--- src/rtl/crc_slice4_engine.sv ---
// CRC-32 slicing-by-4 frame engine: folds one 32-bit word per clock through four
// external slice-table ROMs and emits the finished CRC of each frame on a valid/ready port.
module crc_slice4_engine #(
    parameter logic [31:0] INIT   = 32'hFFFF_FFFF,
    parameter logic [31:0] XOROUT = 32'hFFFF_FFFF,
    parameter int          CNT_W  = 16
) (
    input  logic             clk,
    input  logic             rst,
    input  logic             in_valid,
    output logic             in_ready,
    input  logic [31:0]      in_data,
    input  logic             in_first,
    input  logic             in_last,
    output logic [31:0]      tab0_addr,
    output logic [31:0]      tab1_addr,
    output logic [31:0]      tab2_addr,
    output logic [31:0]      tab3_addr,
    input  logic [31:0]      tab0_rdata,
    input  logic [31:0]      tab1_rdata,
    input  logic [31:0]      tab2_rdata,
    input  logic [31:0]      tab3_rdata,
    output logic             res_valid,
    input  logic             res_ready,
    output logic [31:0]      res_crc,
    output logic [CNT_W-1:0] res_words,
    output logic             err_restart
);

    typedef enum logic [1:0] {
        S_IDLE = 2'd0,
        S_RUN  = 2'd1,
        S_DONE = 2'd2
    } state_t;

    state_t             r_state;
    logic [31:0]        r_crc;
    logic [CNT_W-1:0]   r_cnt;
    logic               r_res_valid;
    logic [31:0]        r_res_crc;
    logic [CNT_W-1:0]   r_res_words;
    logic               r_err;

    state_t             w_state_nx;
    logic [31:0]        w_crc_nx;
    logic [CNT_W-1:0]   w_cnt_nx;
    logic               w_res_valid_nx;
    logic [31:0]        w_res_crc_nx;
    logic [CNT_W-1:0]   w_res_words_nx;
    logic               w_err_nx;

    logic [31:0]        w_x;
    logic [31:0]        w_crc_next;
    logic               w_beat;

    function automatic logic [CNT_W-1:0] sat_inc(input logic [CNT_W-1:0] v);
        return (&v) ? v : v + 1'b1;
    endfunction

    // A first word always restarts from INIT, so the table lookup never sees stale state.
    assign w_x        = (in_first ? INIT : r_crc) ^ in_data;
    assign tab0_addr  = {24'h0, w_x[31:24]};
    assign tab1_addr  = {24'h0, w_x[23:16]};
    assign tab2_addr  = {24'h0, w_x[15:8]};
    assign tab3_addr  = {24'h0, w_x[7:0]};
    assign w_crc_next = tab0_rdata ^ tab1_rdata ^ tab2_rdata ^ tab3_rdata;

    assign in_ready   = (r_state != S_DONE) | res_ready;
    assign w_beat     = in_valid & in_ready;

    always_comb begin
        w_state_nx     = r_state;
        w_crc_nx       = r_crc;
        w_cnt_nx       = r_cnt;
        w_res_valid_nx = r_res_valid;
        w_res_crc_nx   = r_res_crc;
        w_res_words_nx = r_res_words;
        w_err_nx       = 1'b0;

        if (r_state == S_DONE && res_ready) begin
            w_state_nx     = S_IDLE;
            w_res_valid_nx = 1'b0;
        end

        // After a retire, DONE behaves exactly like IDLE for the incoming word.
        if (w_beat) begin
            if (in_first) begin
                w_err_nx = (r_state == S_RUN);
                w_crc_nx = w_crc_next;
                w_cnt_nx = CNT_W'(1);
                if (in_last) begin
                    w_state_nx     = S_DONE;
                    w_res_valid_nx = 1'b1;
                    w_res_crc_nx   = w_crc_next ^ XOROUT;
                    w_res_words_nx = CNT_W'(1);
                end else begin
                    w_state_nx = S_RUN;
                end
            end else if (r_state == S_RUN) begin
                w_crc_nx = w_crc_next;
                w_cnt_nx = sat_inc(r_cnt);
                if (in_last) begin
                    w_state_nx     = S_DONE;
                    w_res_valid_nx = 1'b1;
                    w_res_crc_nx   = w_crc_next ^ XOROUT;
                    w_res_words_nx = sat_inc(r_cnt);
                end
            end
        end
    end

    always_ff @(posedge clk or posedge rst) begin
        if (rst) begin
            r_state     <= S_IDLE;
            r_crc       <= INIT;
            r_cnt       <= '0;
            r_res_valid <= 1'b0;
            r_res_crc   <= '0;
            r_res_words <= '0;
            r_err       <= 1'b0;
        end else begin
            r_state     <= w_state_nx;
            r_crc       <= w_crc_nx;
            r_cnt       <= w_cnt_nx;
            r_res_valid <= w_res_valid_nx;
            r_res_crc   <= w_res_crc_nx;
            r_res_words <= w_res_words_nx;
            r_err       <= w_err_nx;
        end
    end

    assign res_valid   = r_res_valid;
    assign res_crc     = r_res_crc;
    assign res_words   = r_res_words;
    assign err_restart = r_err;

endmodule

--- config.mk ---
export PLATFORM = sky130hd
export DESIGN_NAME = crc_slice4_engine
export DESIGN_NICKNAME = d
export VERILOG_FILES = /design/src/rtl/crc_slice4_engine.sv
export SDC_FILE = /design/constraint.sdc
export NUM_CORES = 1
export LEC_CHECK = 0
export CORE_MARGIN = 2
export CORE_UTILIZATION = 24
export DETAILED_ROUTE_END_ITERATION = 10
export PLACE_DENSITY = 0.64
export SKIP_LAST_GASP = 1
export SLEW_MARGIN = 20
export SYNTH_ARGS = -nofsm -noshare
export SYNTH_HDL_FRONTEND = slang
export SYNTH_SLANG_ARGS = --single-unit
--- constraint.sdc ---
create_clock -name clk -period 4.3 [get_ports clk]
set_input_delay 0.645 -clock clk [delete_from_list [all_inputs] [get_ports clk]]
set_output_delay 0.645 -clock clk [all_outputs]
set_load 0.005 [all_outputs]
==> flow_summary.json, run 1 <==
{
  "run_status": "completed",
  "pre_cts_slack_ns": 1.33,
  "post_route_cells_drive_above_1_share_pct": 8.87,
  "finalInstanceArea_um2": 9290,
  "cts_tree": "done",
  "clockRootBuffer": "sky130_fd_sc_hd__clkbuf_16",
  "synth-main-ff-cell": "sky130_fd_sc_hd__dfrtp_1",
  "design_power_total_mw": 3.50,
  "nets_final": 1109,
  "cts-buffers-inserted": 9,
  "met2_length_um": 9030,
  "htree_num_levels": 3,
  "ant_nets": 0,
  "tritoncts_num_sinks": 100,
  "rows": 60,
  "yosys.area.top_type_share_pct": 25.9,
  "top_layer_reached_by_signal_wires": "met4",
  "final_min_period_over_clock_period_pct": 67.4,
  "gp_congestion": 0.826,
  "worst_skew_pair.late_latency_ns": 0.35,
  "dr.first_iter.drc_count": 178,
  "critPathCaptureType": "output port",
  "post-route-worst-setup-slack_ns": 1.40,
  "pin_count": 345,
  "grt_remaining_overflow": 0,
  "whs_ns": 0.458,
  "initial_antenna_violation_count": 0,
  "timing_worst_slew_pin_value_ns": 0.954,
  "detailed_routing_wirelength_on_met1_um": 7570,
  "final_hold_viol_count": 0,
  "fin_crit_ns": 2.90,
  "power.switching_fraction_pct": 30.5,
  "ff2ff_path_depth": 5,
  "highest_fanout_seen_on_the_critical_path": 41,
  "post_route_clock_skew_ns": 0.00978,
  "relSlewSlack_pct": 36.4,
  "synth_enable_flop_cells": 0,
  "grt_max_degree": 78,
  "max_clock_freq_mhz": 345,
  "leakagePower_nw": 3.76,
  "synthArstFlopShare_pct": 100,
  "dp_hpwl_um": 13800,
  "timing.hold.worst_path_depth": 2,
  "post_cts_hold_buffer_count": 0,
  "fraction_of_power_consumed_by_the_clock_network_pct": 22.4,
  "core_um2": 27000,
  "yosys.area.top_type": "sky130_fd_sc_hd__dfrtp_1",
  "cell_with_the_most_instances_after_synthesis": "sky130_fd_sc_hd__nand2_1",
  "fill_cells": 2788,
  "cts_repair_resize_count": 0,
  "setup-violations-final": 0,
  "post_cts.repair.setup_buffers": 0,
  "syn_inst": 717,
  "synth_seq_cells": 100,
  "flow.area_growth_from_synthesis_pct": 41.1,
  "pwr_density_cell_nw_per_um2": 377,
  "drt-pass1-iter-count": 4,
  "share_seq_of_total_power_pct": 40.7,
  "vias": 5420,
  "p_int_mw": 2.43,
  "die-area_um2": 28800,
  "yosysSeqAreaShare_pct": 38.6,
  "insertedDiodeCount": 0,
  "cp.required_ns": 3.65,
  "synth_area_leaders": "sky130_fd_sc_hd__dfrtp_1, sky130_fd_sc_hd__xnor2_1, sky130_fd_sc_hd__dfstp_2",
  "met3RoutedLength_um": 1170,
  "synthesis.yosys.warnings": 0,
  "clock_path_buffers": 2,
  "dieHeight_um": 170,
  "synth_cell_types": 61,
  "timing_worst_setup_path_type": "in -> out",
  "netlist_top_cells_count": "sky130_fd_sc_hd__nand2_1, sky130_fd_sc_hd__xnor2_1, sky130_fd_sc_hd__buf_4",
  "initial_util_pct": 24.4,
  "portBuffers": 248,
  "routed_via_density": 4.21,
  "hold_crit_class": "reg -> reg",
  "setup_repair_after_global_routing_missed_its_margin": "no",
  "cts.clk_slew.worst_paths_ns": 0.07,
  "combined_area_of_all_synthesized_cells_um2": 6580,
  "max-vdd-ir-drop_mv": 0.181,
  "worstPathArrival_ns": 2.25,
  "max_cap_violations": 0,
  "setup_total_negative_slack_ns": 0,
  "horizontal_die_dimension_um": 170,
  "power.combinational.fraction_pct": 36.9,
  "power.switching_mw": 1.07,
  "average_detailed_routed_wire_length_per_instance_um": 14.0,
  "globalRouteTotalUtil_pct": 12.3,
  "startpoint_type": "input pin",
  "placedInstanceArea_um2": 8980,
  "final-max-slew-violation-count": 0,
  "postRouteWirelength_um": 18000,
  "wire_length_of_the_first_global_routing_pass_um": 27900,
  "grt_pass1_vias": 5197,
  "drc": 0,
  "post_synthesis_average_cell_area_um2": 9.18
}
[registers in the layout (all words and copies together) (netlist names)]
signal	cells
r_state	2
res_crc	32
res_valid	1
r_cnt	16
res_words	16
r_crc	32
err_restart	1
[routing by layer]
layer / track usage, % / vias up
li1: - / 2644
met5: 0 / -
met1: 14.9 / 2575
met4: 3.12 / 0
met2: 21.7 / 190
met3: 3.24 / 11
[stage by stage]
stage               util [%]  cells
floorplan                  -    812
global route            34.5   1288
detailed placement      33.3   1271
CTS                     34.4   1287
global placement        33.3   1271
finish                  34.5   1288
[final cells by class]
type / instances / area [um2] / area share, %
flip-flops and latches: 100 / 2540 / 27.4
repair buffers: 256 / 2560 / 27.5
clock buffers: 11 / 243 / 2.61
multi-input cells: 569 / 3460 / 37.2
well taps: 341 / 427 / 4.59
inverters: 6 / 25.0 / 0.269
clock inverters: 5 / 36.3 / 0.391
[power by group through the flow]
stage          Sequential [mW]  Clock (mW)  Combinational [mW]
6_report                  1.42       0.785                1.29
3_5_place_dp              1.44           0                1.31
2_1_floorplan             1.40           0               0.651
3_3_place_gp              1.43           0                1.30
5_1_grt                   1.47       0.854                1.43
4_1_cts                   1.43       0.821                1.32
[critical path, cell delays in order]
cell and delay (ns):
sky130_fd_sc_hd__buf_2 0.71, sky130_fd_sc_hd__nor2_1 0.15, sky130_fd_sc_hd__xnor2_1 0.18, sky130_fd_sc_hd__clkdlybuf4s50_1 0.55
[cell usage in the layout, fill, tap and decap left out, drive strengths merged, types with 8 or more instances in the layout]
cell | netlist | layout
clkdlybuf4s50 | 0 | 247
nand2 | 121 | 121
xnor2 | 109 | 109
conb | 1 | 96
dfrtp | 68 | 68
o21ai | 44 | 44
nor2 | 38 | 38
dfstp | 32 | 32
xor2 | 20 | 20
nand3 | 17 | 17
nand4 | 14 | 14
mux2 | 12 | 12
clkbuf | 19 | 11
a21oi | 9 | 9
buf | 118 | 9
o211ai | 8 | 8
a31oi | 8 | 8
[cell families after synthesis]
logic type	synth area share [%]
AOI/OAI and AO/OA	9.91
adders and majority gates	0.190
buffers and inverters	14.5
other	0.0570
xor gates and xnor gates	17.2
DFF	38.6
and+or+nand+nor	17.0
muxes	2.55
[final timing paths]
kind	slack, ns	start	to
worst max-delay path	1.40	in_first	tab0_addr[5]
worst min-delay path	0.46	r_crc[28]	r_crc[28]
worst max register to register	1.74	r_cnt[0]	r_cnt[3]
worst min register to register	0.46	r_crc[28]	r_crc[28]
max in group asynchronous	2.62	rst	r_crc[7]
min in group asynchronous	0.65	rst	res_crc[14]
No activity file was read; power rests on OpenSTA's default activity.
==> run 2: changes to the inputs <==
--- a/config.mk
+++ b/config.mk
@@ -8,7 +8,7 @@
 export CORE_MARGIN = 2
 export CORE_UTILIZATION = 24
 export DETAILED_ROUTE_END_ITERATION = 10
-export PLACE_DENSITY = 0.64
+export PLACE_DENSITY = 0.66
 export SKIP_LAST_GASP = 1
 export SLEW_MARGIN = 20
 export SYNTH_ARGS = -nofsm -noshare
==> constraint.sdc (replaced) <==
create_clock -name clk -period 2.5 [get_ports clk]
set_input_delay 0.375 -clock clk [delete_from_list [all_inputs] [get_ports clk]]
set_output_delay 0.375 -clock clk [all_outputs]
set_load 0.005 [all_outputs]
==> run 2 against run 1 <==
Effect of this change: sequential share of layout area down 0.36 points; first-iteration DRC count up 70%; utilization up 0.45 points; largest power group unchanged.
==> flow_summary.json, run 2 (synthesis gave the netlist of run 1 again) <==
{
  "final_min_period_over_clock_period_pct": 91.3,
  "cp.required_ns": 2.12,
  "portBuffers": 248,
  "initial_util_pct": 24.4,
  "post_route_clock_skew_ns": 0.0104,
  "drc": 0,
  "htree_num_levels": 3,
  "setup_repair_after_global_routing_missed_its_margin": "no",
  "critical_path.startpoint": "res_ready",
  "fin_crit_ns": 2.28,
  "setup_total_negative_slack_ns": 0,
  "post_route_cells_drive_above_1_share_pct": 9.72,
  "timing_worst_slew_pin_value_ns": 0.569,
  "flow.area_growth_from_synthesis_pct": 43.0,
  "routed_via_density": 4.20,
  "r2r_start": "r_cnt[0]",
  "final_hold_viol_count": 0,
  "gp_congestion": 0.840,
  "core_um2": 27000,
  "worst_skew_pair.late_latency_ns": 0.35,
  "postRouteWirelength_um": 18000,
  "cp_slowest_cell": "sky130_fd_sc_hd__clkdlybuf4s50_1",
  "leakagePower_nw": 3.84,
  "critical_path_buf_inv_count": 2,
  "design_power_total_mw": 6.13,
  "cts-buffers-inserted": 9,
  "hold_crit_class": "reg -> reg",
  "average_detailed_routed_wire_length_per_instance_um": 13.9,
  "dr.first_iter.drc_count": 303,
  "drt-pass1-iter-count": 4,
  "cts_repair_resize_count": 0,
  "reg2reg_to": "res_words[1]",
  "layout.cells.most_common_list": "sky130_fd_sc_hd__clkdlybuf4s50_1, sky130_fd_sc_hd__nand2_1, sky130_fd_sc_hd__xnor2_1",
  "nets_final": 1119,
  "timing_worst_setup_path_type": "in -> out",
  "dieHeight_um": 170,
  "max_clock_freq_mhz": 438,
  "worstPathArrival_ns": 1.91,
  "slowest_delay_ns": 0.58,
  "rrSetupSlack_ns": 0.40,
  "clockRootBuffer": "sky130_fd_sc_hd__clkbuf_16",
  "grt_max_degree": 101,
  "layout_commonest_cell": "sky130_fd_sc_hd__clkdlybuf4s50_1",
  "initial_antenna_violation_count": 0,
  "fill_cells": 2759,
  "ff2ff_path_depth": 5,
  "pwr_density_cell_nw_per_um2": 651,
  "cts.clk_slew.worst_paths_ns": 0.07,
  "path_delay_family": "buffers and inverters",
  "endpoint": "in_ready",
  "post_cts.repair.setup_buffers": 0,
  "rows": 60,
  "area_occupied_by_multi_input_gates_um2": 3460,
  "cts_tree": "done",
  "highest_fanout_seen_on_the_critical_path": 5,
  "register_cell_area_after_layout_um2": 2540,
  "clock_path_buffers": 2,
  "startpoint_type": "input pin",
  "timing.critical_path.depth": 3,
  "most_numerous_cell_on_the_critical_path": "sky130_fd_sc_hd__clkdlybuf4s50_1",
  "post-route-worst-setup-slack_ns": 0.217,
  "grt_remaining_overflow": 0,
  "setup-violations-final": 0,
  "die-area_um2": 28800,
  "horizontal_die_dimension_um": 170,
  "grt_pass1_vias": 5253,
  "insertedDiodeCount": 0,
  "relSlewSlack_pct": 61.9,
  "final-max-slew-violation-count": 0,
  "vias": 5453,
  "whs_ns": 0.459,
  "max-vdd-ir-drop_mv": 0.275,
  "pre_cts_slack_ns": 0.222,
  "tritoncts_num_sinks": 100,
  "dp_hpwl_um": 14000,
  "max_cap_violations": 0,
  "ant_nets": 0,
  "critPathCaptureType": "output port",
  "run_status": "completed",
  "post_cts_hold_buffer_count": 0,
  "pin_count": 345,
  "globalRouteTotalUtil_pct": 12.3,
  "wire_length_of_the_first_global_routing_pass_um": 28000,
  "timing.critical_path.cells": "clkdlybuf4s50_1 > or3b_1 > clkdlybuf4s50_1",
  "finalCoreUtilization_pct": 34.9
}
run 2: cell types whose count changed in the layout (fill, tap and decap cells not counted), sizes merged:
| cell | change |
|---|---|
| buf | +10 |
| clkinvlp | -2 |
| bufinv | +1 |
| clkbuf | +1 |
| clkinv | +1 |
| inv | -1 |
run 2: worst min path at each step:
stage                endpoint  slack, ns  cells after the start       from
detailed placement  r_crc[21]       0.45                      2  r_crc[21]
global placement    r_crc[13]       0.44                      2  r_crc[13]
finish              r_crc[21]       0.46                      2  r_crc[21]
CTS                 r_crc[21]       0.46                      2  r_crc[21]
floorplan           r_crc[12]       0.44                      2  r_crc[12]
global route        r_crc[20]       0.47                      2  r_crc[20]
run 2: worst reg2reg max path, stage by stage (launching register included):
cell and delay [ns]:
sky130_fd_sc_hd__dfrtp_1 0.45, sky130_fd_sc_hd__ha_1 0.21, sky130_fd_sc_hd__nand4_1 0.28, sky130_fd_sc_hd__or4_4 0.68
sky130_fd_sc_hd__mux2i_1 0.27, sky130_fd_sc_hd__o21ai_1 0.09
run 2: power breakdown:
group          switching, mW  internal [mW]  total [mW]
combinational          0.923           1.34        2.26
sequential             0.280           2.16        2.44
clock                  0.623          0.806        1.43
total                   1.83           4.30        6.13
run 2: final cells by class:
cell class	instances	area share [%]
clock buffer	12	2.62
clock inverter	4	0.519
inverter	6	0.279
multi-input combinational	569	36.7
sequential	100	27.0
tap	341	4.53
timing repair buffer	266	28.3
run 2: through the flow:
stage               instance area (um2)  cells
finish                             9410   1298
global route                       9410   1298
CTS                                9410   1298
detailed placement                 9110   1282
global placement                   9110   1282
floorplan                          6940    812
run 2: metal layers:
metal	vias up	wire (um)	part of all wire [%]	GRT usage, %
li1	2676	-	-	-
met1	2551	7620	42	15.6
met2	214	8980	50	20.8
met3	12	1220	6.8	2.99
met4	0	180	1.0	3.57
met5	-	0	0	0
